--- config.mk ---
export PLATFORM = sky130hd
export DESIGN_NAME = pc_fetch_unit
export DESIGN_NICKNAME = d
export VERILOG_FILES = /design/src/rtl/riscv_pkg.sv /design/src/rtl/pc_fetch_unit.sv
export SDC_FILE = /design/constraint.sdc
export NUM_CORES = 1
export LEC_CHECK = 0
export ABC_AREA = 1
export CELL_PAD_IN_SITES_DETAIL_PLACEMENT = 0
export CELL_PAD_IN_SITES_GLOBAL_PLACEMENT = 1
export CORE_ASPECT_RATIO = 1.25
export CORE_MARGIN = 2
export CORE_UTILIZATION = 29
export CTS_CLUSTER_SIZE = 40
export DETAILED_ROUTE_END_ITERATION = 8
export GPL_TIMING_DRIVEN = 1
export PLACE_DENSITY_LB_ADDON = 0.1
export SLEW_MARGIN = 15
export SYNTH_ARGS = -nofsm -noshare
export SYNTH_HDL_FRONTEND = slang
export SYNTH_SLANG_ARGS = --single-unit
--- constraint.sdc ---
create_clock -name clk -period 1.5 [get_ports clk]
set_input_delay 0.15 -clock clk [delete_from_list [all_inputs] [get_ports clk]]
set_output_delay 0.15 -clock clk [all_outputs]
set_load 0.01 [all_outputs]
--- src/rtl/riscv_pkg.sv ---
// Shared types and constants for the instruction fetch path.
package riscv_pkg;

  typedef enum logic [1:0] {
    S_IDLE  = 2'd0,
    S_FETCH = 2'd1,
    S_HOLD  = 2'd2,
    S_TRAP  = 2'd3
  } fetch_state_t;

  localparam logic [1:0]  TRAP_MISALIGN = 2'b01;
  localparam logic [1:0]  TRAP_TIMEOUT  = 2'b10;
  localparam logic [31:0] NOP_INSTR     = 32'h0000_0013;

endpackage

--- src/rtl/pc_fetch_unit.sv ---
// Program counter owner and fetch sequencer: one outstanding imem request,
// holds the fetched word until committed, sticky trap on misalignment or timeout.
module pc_fetch_unit
  import riscv_pkg::*;
#(
  parameter logic [31:0] RESET_PC     = 32'h0000_0000,
  parameter int          IMEM_TIMEOUT = 255
) (
  input  logic        clk,
  input  logic        rst,
  input  logic        NextPCSrc,
  input  logic [31:0] ALURes,
  input  logic        advance,
  output logic        imem_req,
  output logic [31:0] imem_addr,
  input  logic        imem_rvalid,
  input  logic [31:0] imem_rdata,
  output logic [31:0] instr,
  output logic        instr_valid,
  output logic [31:0] pc,
  output logic [31:0] pc_plus4,
  output logic        trap,
  output logic [1:0]  trap_cause,
  output logic [31:0] trap_addr,
  output logic [63:0] instret
);

  localparam int TW = $clog2(IMEM_TIMEOUT + 1);

  fetch_state_t  state, state_next;
  logic [TW-1:0] tmo_cnt;
  logic [31:0]   next_pc;
  logic          misalign;
  logic          tmo_hit;

  assign pc_plus4  = pc + 32'd4;
  assign imem_req  = (state == S_FETCH);
  assign imem_addr = pc;

  // JALR semantics: bit 0 of the target is dropped, only bit 1 can misalign.
  always_comb begin
    next_pc  = NextPCSrc ? {ALURes[31:1], 1'b0} : pc_plus4;
    misalign = next_pc[1];
    tmo_hit  = (tmo_cnt == TW'(IMEM_TIMEOUT - 1));
  end

  always_comb begin
    state_next = state;
    case (state)
      S_IDLE:  state_next = S_FETCH;
      S_FETCH: begin
        if (imem_rvalid)  state_next = S_HOLD;
        else if (tmo_hit) state_next = S_TRAP;
      end
      S_HOLD: begin
        if (advance) state_next = misalign ? S_TRAP : S_FETCH;
      end
      S_TRAP:  state_next = S_TRAP;
      default: state_next = S_IDLE;
    endcase
  end

  always_ff @(posedge clk) begin
    if (rst) state <= S_IDLE;
    else     state <= state_next;
  end

  always_ff @(posedge clk) begin
    if (rst) begin
      pc          <= RESET_PC;
      instr       <= NOP_INSTR;
      instr_valid <= 1'b0;
      trap        <= 1'b0;
      trap_cause  <= 2'b00;
      trap_addr   <= 32'h0;
      instret     <= 64'h0;
      tmo_cnt     <= '0;
    end else begin
      case (state)
        S_FETCH: begin
          if (imem_rvalid) begin
            instr       <= imem_rdata;
            instr_valid <= 1'b1;
          end else if (tmo_hit) begin
            trap       <= 1'b1;
            trap_cause <= TRAP_TIMEOUT;
            trap_addr  <= pc;
          end else begin
            tmo_cnt <= tmo_cnt + 1'b1;
          end
        end
        S_HOLD: begin
          if (advance) begin
            instr_valid <= 1'b0;
            if (misalign) begin
              trap       <= 1'b1;
              trap_cause <= TRAP_MISALIGN;
              trap_addr  <= next_pc;
            end else begin
              pc      <= next_pc;
              instret <= instret + 64'd1;
              tmo_cnt <= '0;
            end
          end
        end
        S_TRAP:  instr_valid <= 1'b0;
        default: ;
      endcase
    end
  end

endmodule

# Word level (Yosys, flattened, before mapping)
# Index checks and enable logic that the tools add are counted.
# totals
reg_bits,173
inputBits,69
output_inout_bits,229
word_cells,63
# op_classes
add_sub_neg,3
n_eq_ne,12
muxes,29
n_bitwise,1
n_reduce_logical,9
# ops
cell,n
$mux 32,5
$add 64x1->64 const B,1
$pmux 32 s2,1
$add 32x3->32 const B,1
$mux 8,4
$mux 2,8
$pmux 8 s2,1
$ne 2x2->1 const B,5
$reduce_and 5->1,2
$add 8x1->8 const B,1
$eq 8x8->1 const B,1
$pmux 2 s4,1
$mux 1,6
$reduce_and 3->1,2
$eq 2x2->1 const B,2
$ne 2x1->1 const B,2
$pmux 2 s2,1
$reduce_and 2->1,2
$ne 3x1->1 const B,1
$pmux 1 s3,1
$reduce_bool 3->1,1
$eq 2x1->1 const B,1
$logic_not 2->1,1
$pmux 1 s2,1
other kinds (2),2

# Longest topological paths before layout
# Gate-level depths: netlist (run 1).
# logic_depth
depth_word,5
ltp_mapped,14
mapped_depth_nobuf,13

# Worst setup path before layout (run 1)
# Ideal clock, no wire load.
# synth_path
kind,reg-to-reg
from,register pc[2] (netlist: imem_addr[2])
to,register pc[14] (netlist: imem_addr[14])
setup_ns,0.109
arrival_ns,1.625
slack_ns,-0.234
path_stages_with_launch,11
path_buffers,0
period_less_slack_ns,1.734
path_cell_list,dfxtp_1 > ha_1 > nand2_1 > nor2_1 > nand2_1 > o21ai_0 > nand3_1 > o21ai_0 > nand2_1 > nand2_1 > inv_1
# synth_between
elab_chain_cells,2
# synth_lines
element,line_no,text
start: declaration,pc_fetch_unit.sv:20,"output logic [31:0] pc,"
start signal: assignment,pc_fetch_unit.sv:100,pc <= next_pc;
$add 32x3->32,pc_fetch_unit.sv:36,assign pc_plus4 = pc + 32'd4;
$mux 32,pc_fetch_unit.sv:42,"next_pc = NextPCSrc ? {ALURes[31:1], 1'b0} : pc_plus4;"
# No other way between the ends.
# A chain may end at the register's enable or synchronous reset.

# Worst setup path in the final report (run 1)
# layout_path
from,register pc[2] (netlist: imem_addr[2])
to,output pc_plus4[25]
# layout_between
elab_chain_cells,1
# layout_lines
element,line_no,text
$add 32x3->32,pc_fetch_unit.sv:36,
end: declaration,pc_fetch_unit.sv:21,"output logic [31:0] pc_plus4,"
# No other way between the ends.

==> results.sh, run 1 <==
export IMPL_final_seq_area_um2=3590
export IMPL_clkPwrFrac_pct=38.7
export IMPL_root_buffer="clkbuf_16"
export IMPL_syn_avg_cell_area_um2=6.28
export IMPL_timing_final_crit_share_pct=130
export IMPL_period_needed_ns=1.95
export IMPL_r2r_slack_ns=-0.30
export IMPL_drt_pass1_iterations=4
export IMPL_dp_slack_ns=-0.508
export IMPL_cts_sinks=172
export IMPL_dp_cells=2453
export IMPL_path_clk_slew_ns=0.07
export IMPL_fp_dieH_um=207
export IMPL_setup_tns_ns=-30.56
export IMPL_async_flop_share_pct=0
export IMPL_setup_ws_ns=-0.452
export IMPL_grt_pass1_wl_um=63300
export IMPL_ys_top_cells_by_area="dfxtp_1, nand2_1, nor2_1"
export IMPL_num_vias=12200
export IMPL_htreeDepth=4
export IMPL_ys_types=40
export IMPL_cp_cell_sequence="inv_4 > nor2_4 > nand2_4 > buf_6 > nor2_4 > buf_6 > nand2_2 > nand2_2 > nand2_2 > buf_6"
export IMPL_drv_slew=0
export IMPL_tightest_slew_ns=0.632
export IMPL_rsz0062_at_grt="yes"
export IMPL_crit_buf_inv=4
export IMPL_synth_edff_count=0
export IMPL_end_kind="output port"
export IMPL_synth_top_area_cell="dfxtp_1"
export IMPL_post_dp_hpwl_um=29700
export IMPL_rows=74
export IMPL_gp_congestion=0.921
export IMPL_dpl_instance_area_um2=15100
export IMPL_cp_top_family="simple AND/OR/NAND/NOR gates"
export IMPL_coreArea_um2=32600
export IMPL_synth_seq_cells=172
export IMPL_pwr_share_comb_pct=20.4
export IMPL_final_setup_viol_count=182
export IMPL_power_leakage_nw=9.43
export IMPL_clock_skew_final_ns=0.0145
export IMPL_synth_warnings=0
export IMPL_antenna_cells=0
export IMPL_slew_headroom_pct=57.9
export IMPL_syn_inst=1520
export IMPL_die_area_um2=34400
export IMPL_syn_cell_area_um2=9550
export IMPL_clock_latency_ns=0.44
export IMPL_numPortBuffers=293
export IMPL_synth_top_area_share_pct=36.1
export IMPL_nets=2224
export IMPL_outcome="finished with violations"
export IMPL_p_sw_mw=3.35
export IMPL_cts_tree="done"
export IMPL_postLayoutCellArea_um2=19500
export IMPL_internal_power_mw=8.30
export IMPL_fmax_mhz=512
export IMPL_dieWidth_um=166
export IMPL_power_density_nw_per_um2=597
export IMPL_start_kind="flip-flop"
export IMPL_viasPerCell=4.71
export IMPL_critical_path_class="reg -> out"
export IMPL_maxCapViolCount=0
export IMPL_cts_buffer_depth=2
export IMPL_cp_slowest_cell="dfxtp_4"
export IMPL_drive_above_1_share_pct=47.8
export IMPL_area_growth_synth_to_final_pct=104
export IMPL_synth_main_ff_cell="dfxtp_1"
export IMPL_violations="setup timing"
export IMPL_track_usage_pct=23.5
export IMPL_antenna_found_initial=0
export IMPL_fillers=3075
export IMPL_final_cells=2581
export IMPL_crit_path_max_fanout=5
export IMPL_grt_max_degree=44
export IMPL_multi_input_area_um2=7370
export IMPL_drc=0
export IMPL_critPathRequiredTime_ns=1.35
export IMPL_worstHoldPathType="in -> reg"
export IMPL_drtAntennaViolNets=0
export IMPL_first_iter_violations=479
export IMPL_cts_buffers=17
export IMPL_synth_most_common_cell="nand2_1"
export IMPL_wl_per_cell_um=16.6
export IMPL_critPathMaxStageDelay_ns=0.38
export IMPL_initial_core_util_pct=29.3
export IMPL_wirelength_um=42800
export IMPL_io_pins=298
export IMPL_synthTopCellsByCount="nand2_1, nor2_1, dfxtp_1, inv_1, nand3_1"
export IMPL_crit_arrival_ns=1.80
export IMPL_finalHoldViolCount=0
export IMPL_grt_overflow=0
export IMPL_grt_pass1_vias=12000
export IMPL_peakVddDrop_v=0.000582
export IMPL_p_sw_share_pct=28.8
export IMPL_seq_power_share_pct=41.0
export IMPL_yosysSeqAreaShare_pct=36.1
-- layout by cell type (no fill, tap or decap), drive strengths merged --
master           n
clkinvlp         3
dfxtp          172
clkdlybuf4s15    3
o21ai           92
o211ai           5
ha               4
or2             20
mux2i            1
nand3          104
nor2           262
a21oi           86
dlygate4sd2    144
nand2          426
clkdlybuf4s50   81
nand3b           4
and2             3
and3             2
xor2            15
clkbuf          24
bufinv           1
dlymetal6s2s    35
a31oi            6
buf            425
o21bai           1
a211oi           1
xnor2            2
conb             3
nor3            19
nor3b            1
clkinv           8
inv            171
o21a             5
nand4           34
-- worst register-to-register path: stages, from the launching register on --
cell and delay, ns:
dfxtp_4 0.38, inv_4 0.05, nor2_4 0.16, nand2_4 0.10, buf_6 0.13, nor2_4 0.09, buf_6 0.16, nand2_2 0.06
nand2_2 0.07, buf_4 0.10, buf_4 0.09, buf_4 0.10, nand3_4 0.06, nand3_2 0.06, a21oi_1 0.05
-- cell type report --
cell class,count,area share [%]
Multi-Input combinational cell,1096,37.8
Timing Repair Buffer,693,34.5
Sequential cell,172,18.4
Inverter,171,3.65
Tap cell,418,2.68
Clock buffer,19,2.38
Clock inverter,12,0.571
-- what timing repair did --
item                       4_1_cts  5_1_grt
buffers inserted                42       67
resized for setup              714      471
hold buffers                     0        0
cloned                          12        6
pin swaps                      138      180
setup endpoints to repair      325      225
-- cell families (layout without fill, tap and decap cells) --
kind of cell,after synthesis,count (layout),share of synthesized area [%]
other,1,3,0.0393
AND/OR/NAND/NOR,875,875,39.3
adder cells (fa/ha/maj),4,4,0.524
multiplexers,1,1,0.105
AO/OA/AOI/OAI,196,196,10.7
flip-flops,172,172,36.1
buffers and inverters,254,895,11.8
XOR/XNOR,17,17,1.56
-- per-stage QoR --
step | utilization, % | hold WS (ns) | power, mW
floorplan | - | 0.276 | 5.63
global placement | 46.3 | 0.437 | 6.61
detailed placement | 46.3 | 0.444 | 6.62
CTS | 53.5 | 0.0862 | 11.5
global route | 59.9 | 0.119 | 12.1
finish | 59.9 | 0.108 | 11.6
-- power by group through the flow --
stage / registers [mW] / clock network [mW] / logic [mW]
after floorplan: 4.96 / 0 / 0.667
after global placement: 4.88 / 0 / 1.73
after detailed placement: 4.89 / 0 / 1.74
after CTS: 4.77 / 4.62 / 2.11
after global routing: 4.79 / 4.78 / 2.53
final: 4.77 / 4.50 / 2.37
-- registers in the layout, summed over array words and instances, names as in the netlist --
name         flops
trap             1
instr_valid      1
tmo_cnt          8
trap_addr       31
imem_addr       31
state            2
trap_cause       2
instr           32
instret         64
-- path summary, 6_finish.rpt --
kind,startpoint,end,cells past startpoint
max,imem_addr[2],pc_plus4[25],10
min,rst,tmo_cnt[6],4
max reg2reg,imem_addr[2],trap_addr[25],14
min reg2reg,trap,trap,1
-- metal layers --
metal  track usage, %  routed length [um]
met1             25.8               16600
met2             44.3               22600
met3             4.46                1900
met4             9.98                1660
met5                0                   0
(Power assumes the default switching activity.)
==> inputs of run 2 (changes only) <==
--- a/config.mk
+++ b/config.mk
@@ -15,7 +15,9 @@
 export DETAILED_ROUTE_END_ITERATION = 8
 export GPL_TIMING_DRIVEN = 1
 export PLACE_DENSITY_LB_ADDON = 0.1
+export SETUP_SLACK_MARGIN = 0.2
 export SLEW_MARGIN = 15
 export SYNTH_ARGS = -nofsm -noshare
 export SYNTH_HDL_FRONTEND = slang
 export SYNTH_SLANG_ARGS = --single-unit
+export TNS_END_PERCENT = 20
==> results.sh, run 2 (same netlist as run 1, synthesis figures left out) <==
export IMPL_p_sw_mw=3.21
export IMPL_area_growth_synth_to_final_pct=87.3
export IMPL_drt_pass1_iterations=5
export IMPL_io_pins=298
export IMPL_viasPerCell=4.61
export IMPL_cts_tree="done"
export IMPL_drtAntennaViolNets=0
export IMPL_internal_power_mw=8.34
export IMPL_fmax_mhz=506
export IMPL_seq_power_share_pct=41.1
export IMPL_post_dp_hpwl_um=29400
export IMPL_violations="setup timing"
export IMPL_clkPwrFrac_pct=41.8
export IMPL_cts_sinks=172
export IMPL_crit_path_max_fanout=3
export IMPL_clock_skew_final_ns=0.0110
export IMPL_pwr_share_comb_pct=17.0
export IMPL_top_register="instret"
export IMPL_outcome="finished with violations"
export IMPL_dieWidth_um=166
export IMPL_numPortBuffers=293
export IMPL_gp_congestion=0.929
export IMPL_layout_common_cells="nand2_1, buf_4, nor2_1"
export IMPL_setup_ws_ns=-0.476
export IMPL_cts_buffer_depth=2
export IMPL_die_area_um2=34400
export IMPL_drv_slew=0
export IMPL_initial_core_util_pct=29.3
export IMPL_largestRegisters="instret: 64 flops, instr: 32 flops"
export IMPL_grt_pass1_wl_um=61400
export IMPL_wirelength_um=40300
export IMPL_p_sw_share_pct=27.8
export IMPL_first_iter_violations=442
export IMPL_power_leakage_nw=9.31
export IMPL_wl_per_cell_um=15.8
export IMPL_rsz0062_at_grt="yes"
export IMPL_holdPathStages=4
export IMPL_hold_buffers=0
export IMPL_slew_headroom_pct=58.4
export IMPL_maxCapViolCount=0
export IMPL_num_vias=11700
export IMPL_crit_arrival_ns=1.83
export IMPL_start_kind="flip-flop"
export IMPL_p_total_mw=11.6
export IMPL_grt_pass1_vias=11400
export IMPL_rows=74
export IMPL_fin_util_pct=54.9
export IMPL_root_buffer="clkbuf_16"
export IMPL_finalHoldViolCount=0
export IMPL_antenna_found_initial=1
export IMPL_critPathRequiredTime_ns=1.35
export IMPL_worstRegToRegCells=14
export IMPL_clock_latency_ns=0.44
export IMPL_drc=0
export IMPL_power_density_nw_per_um2=646
export IMPL_drive_above_1_share_pct=44.4
export IMPL_worstHoldPathType="in -> reg"
export IMPL_track_usage_pct=22.7
export IMPL_fp_dieH_um=207
export IMPL_peakVddDrop_v=0.000638
export IMPL_coreArea_um2=32600
export IMPL_nets=2185
export IMPL_cts_buffers=17
export IMPL_grt_overflow=0
export IMPL_final_setup_viol_count=132
export IMPL_critical_path_class="reg -> out"
export IMPL_end_kind="output port"
export IMPL_tightest_slew_ns=0.619
export IMPL_path_clk_slew_ns=0.07
export IMPL_largest_reg_flops=64
export IMPL_dp_slack_ns=-0.559
export IMPL_period_needed_ns=1.98
export IMPL_grt_max_degree=54
export IMPL_layout_commonest_cell="nand2_1"
export IMPL_timing_final_crit_share_pct=132
export IMPL_htreeDepth=4
run 2: path summary, 6_finish.rpt:
kind	start	end	slack (ns)
setup reg to reg	imem_addr[3]	trap_addr[30]	-0.41
hold / removal	rst	tmo_cnt[2]	0.12
setup / recovery	imem_addr[3]	pc_plus4[24]	-0.48
hold reg to reg	trap_addr[9]	trap_addr[9]	0.45
run 2: power groups by stage:
stage | sequential [mW] | clock, mW | combinational (mW)
global placement | 4.89 | 0 | 1.69
finish | 4.75 | 4.83 | 1.97
floorplan | 4.96 | 0 | 0.671
CTS | 4.76 | 4.97 | 1.83
global route | 4.77 | 5.14 | 2.13
detailed placement | 4.89 | 0 | 1.70
run 2: through the flow:
step	hold WS [ns]	instance area, um^2	TNS (ns)	cells
after floorplan	0.276	9800	-0.142	1522
after global placement	0.437	15000	-48.33	2440
after detailed placement	0.446	15000	-52.46	2440
after CTS	0.0923	16500	-29.26	2510
after global routing	0.121	17900	-40.53	2543
final	0.118	17900	-25.29	2544
run 2: cell type report:
| type | count | area [um^2] |
|---|---|---|
| Antenna cell | 1 | 2.50 |
| Clock buffer | 18 | 439 |
| Clock inverter | 14 | 183 |
| Fill cell | 3194 | 14700 |
| Inverter | 171 | 677 |
| Multi-Input combinational cell | 1096 | 6380 |
| Sequential cell | 172 | 3630 |
| Tap cell | 418 | 523 |
| Timing Repair Buffer | 654 | 6060 |
run 2: per-layer routing:
metal / part of all wire [%] / wire length, um / vias up / GRT usage (%)
met1: 41 / 16400 / 5414 / 25.7
met4: 3.6 / 1440 / 0 / 8.65
met3: 3.7 / 1510 / 71 / 3.93
met5: 0 / 0 / - / 0
li1: - / - / 5964 / -
met2: 52 / 20900 / 279 / 42.7
run 2: critical path: stages (launching register included):
cell and delay, ns:
dfxtp_4 0.37, ha_4 0.18, nand2_4 0.06, nor2_4 0.17, nand2_2 0.09, nor2_4 0.12, buf_6 0.11, nand2_2 0.04
nand2_2 0.08, nand2_2 0.06, buf_6 0.12
run 2: timing repair:
action	in CTS	in global routing
cloned	4	1
resized for setup	615	474
setup buffers	34	32
pin swaps	70	104
endpoints found under the setup margin	397	359
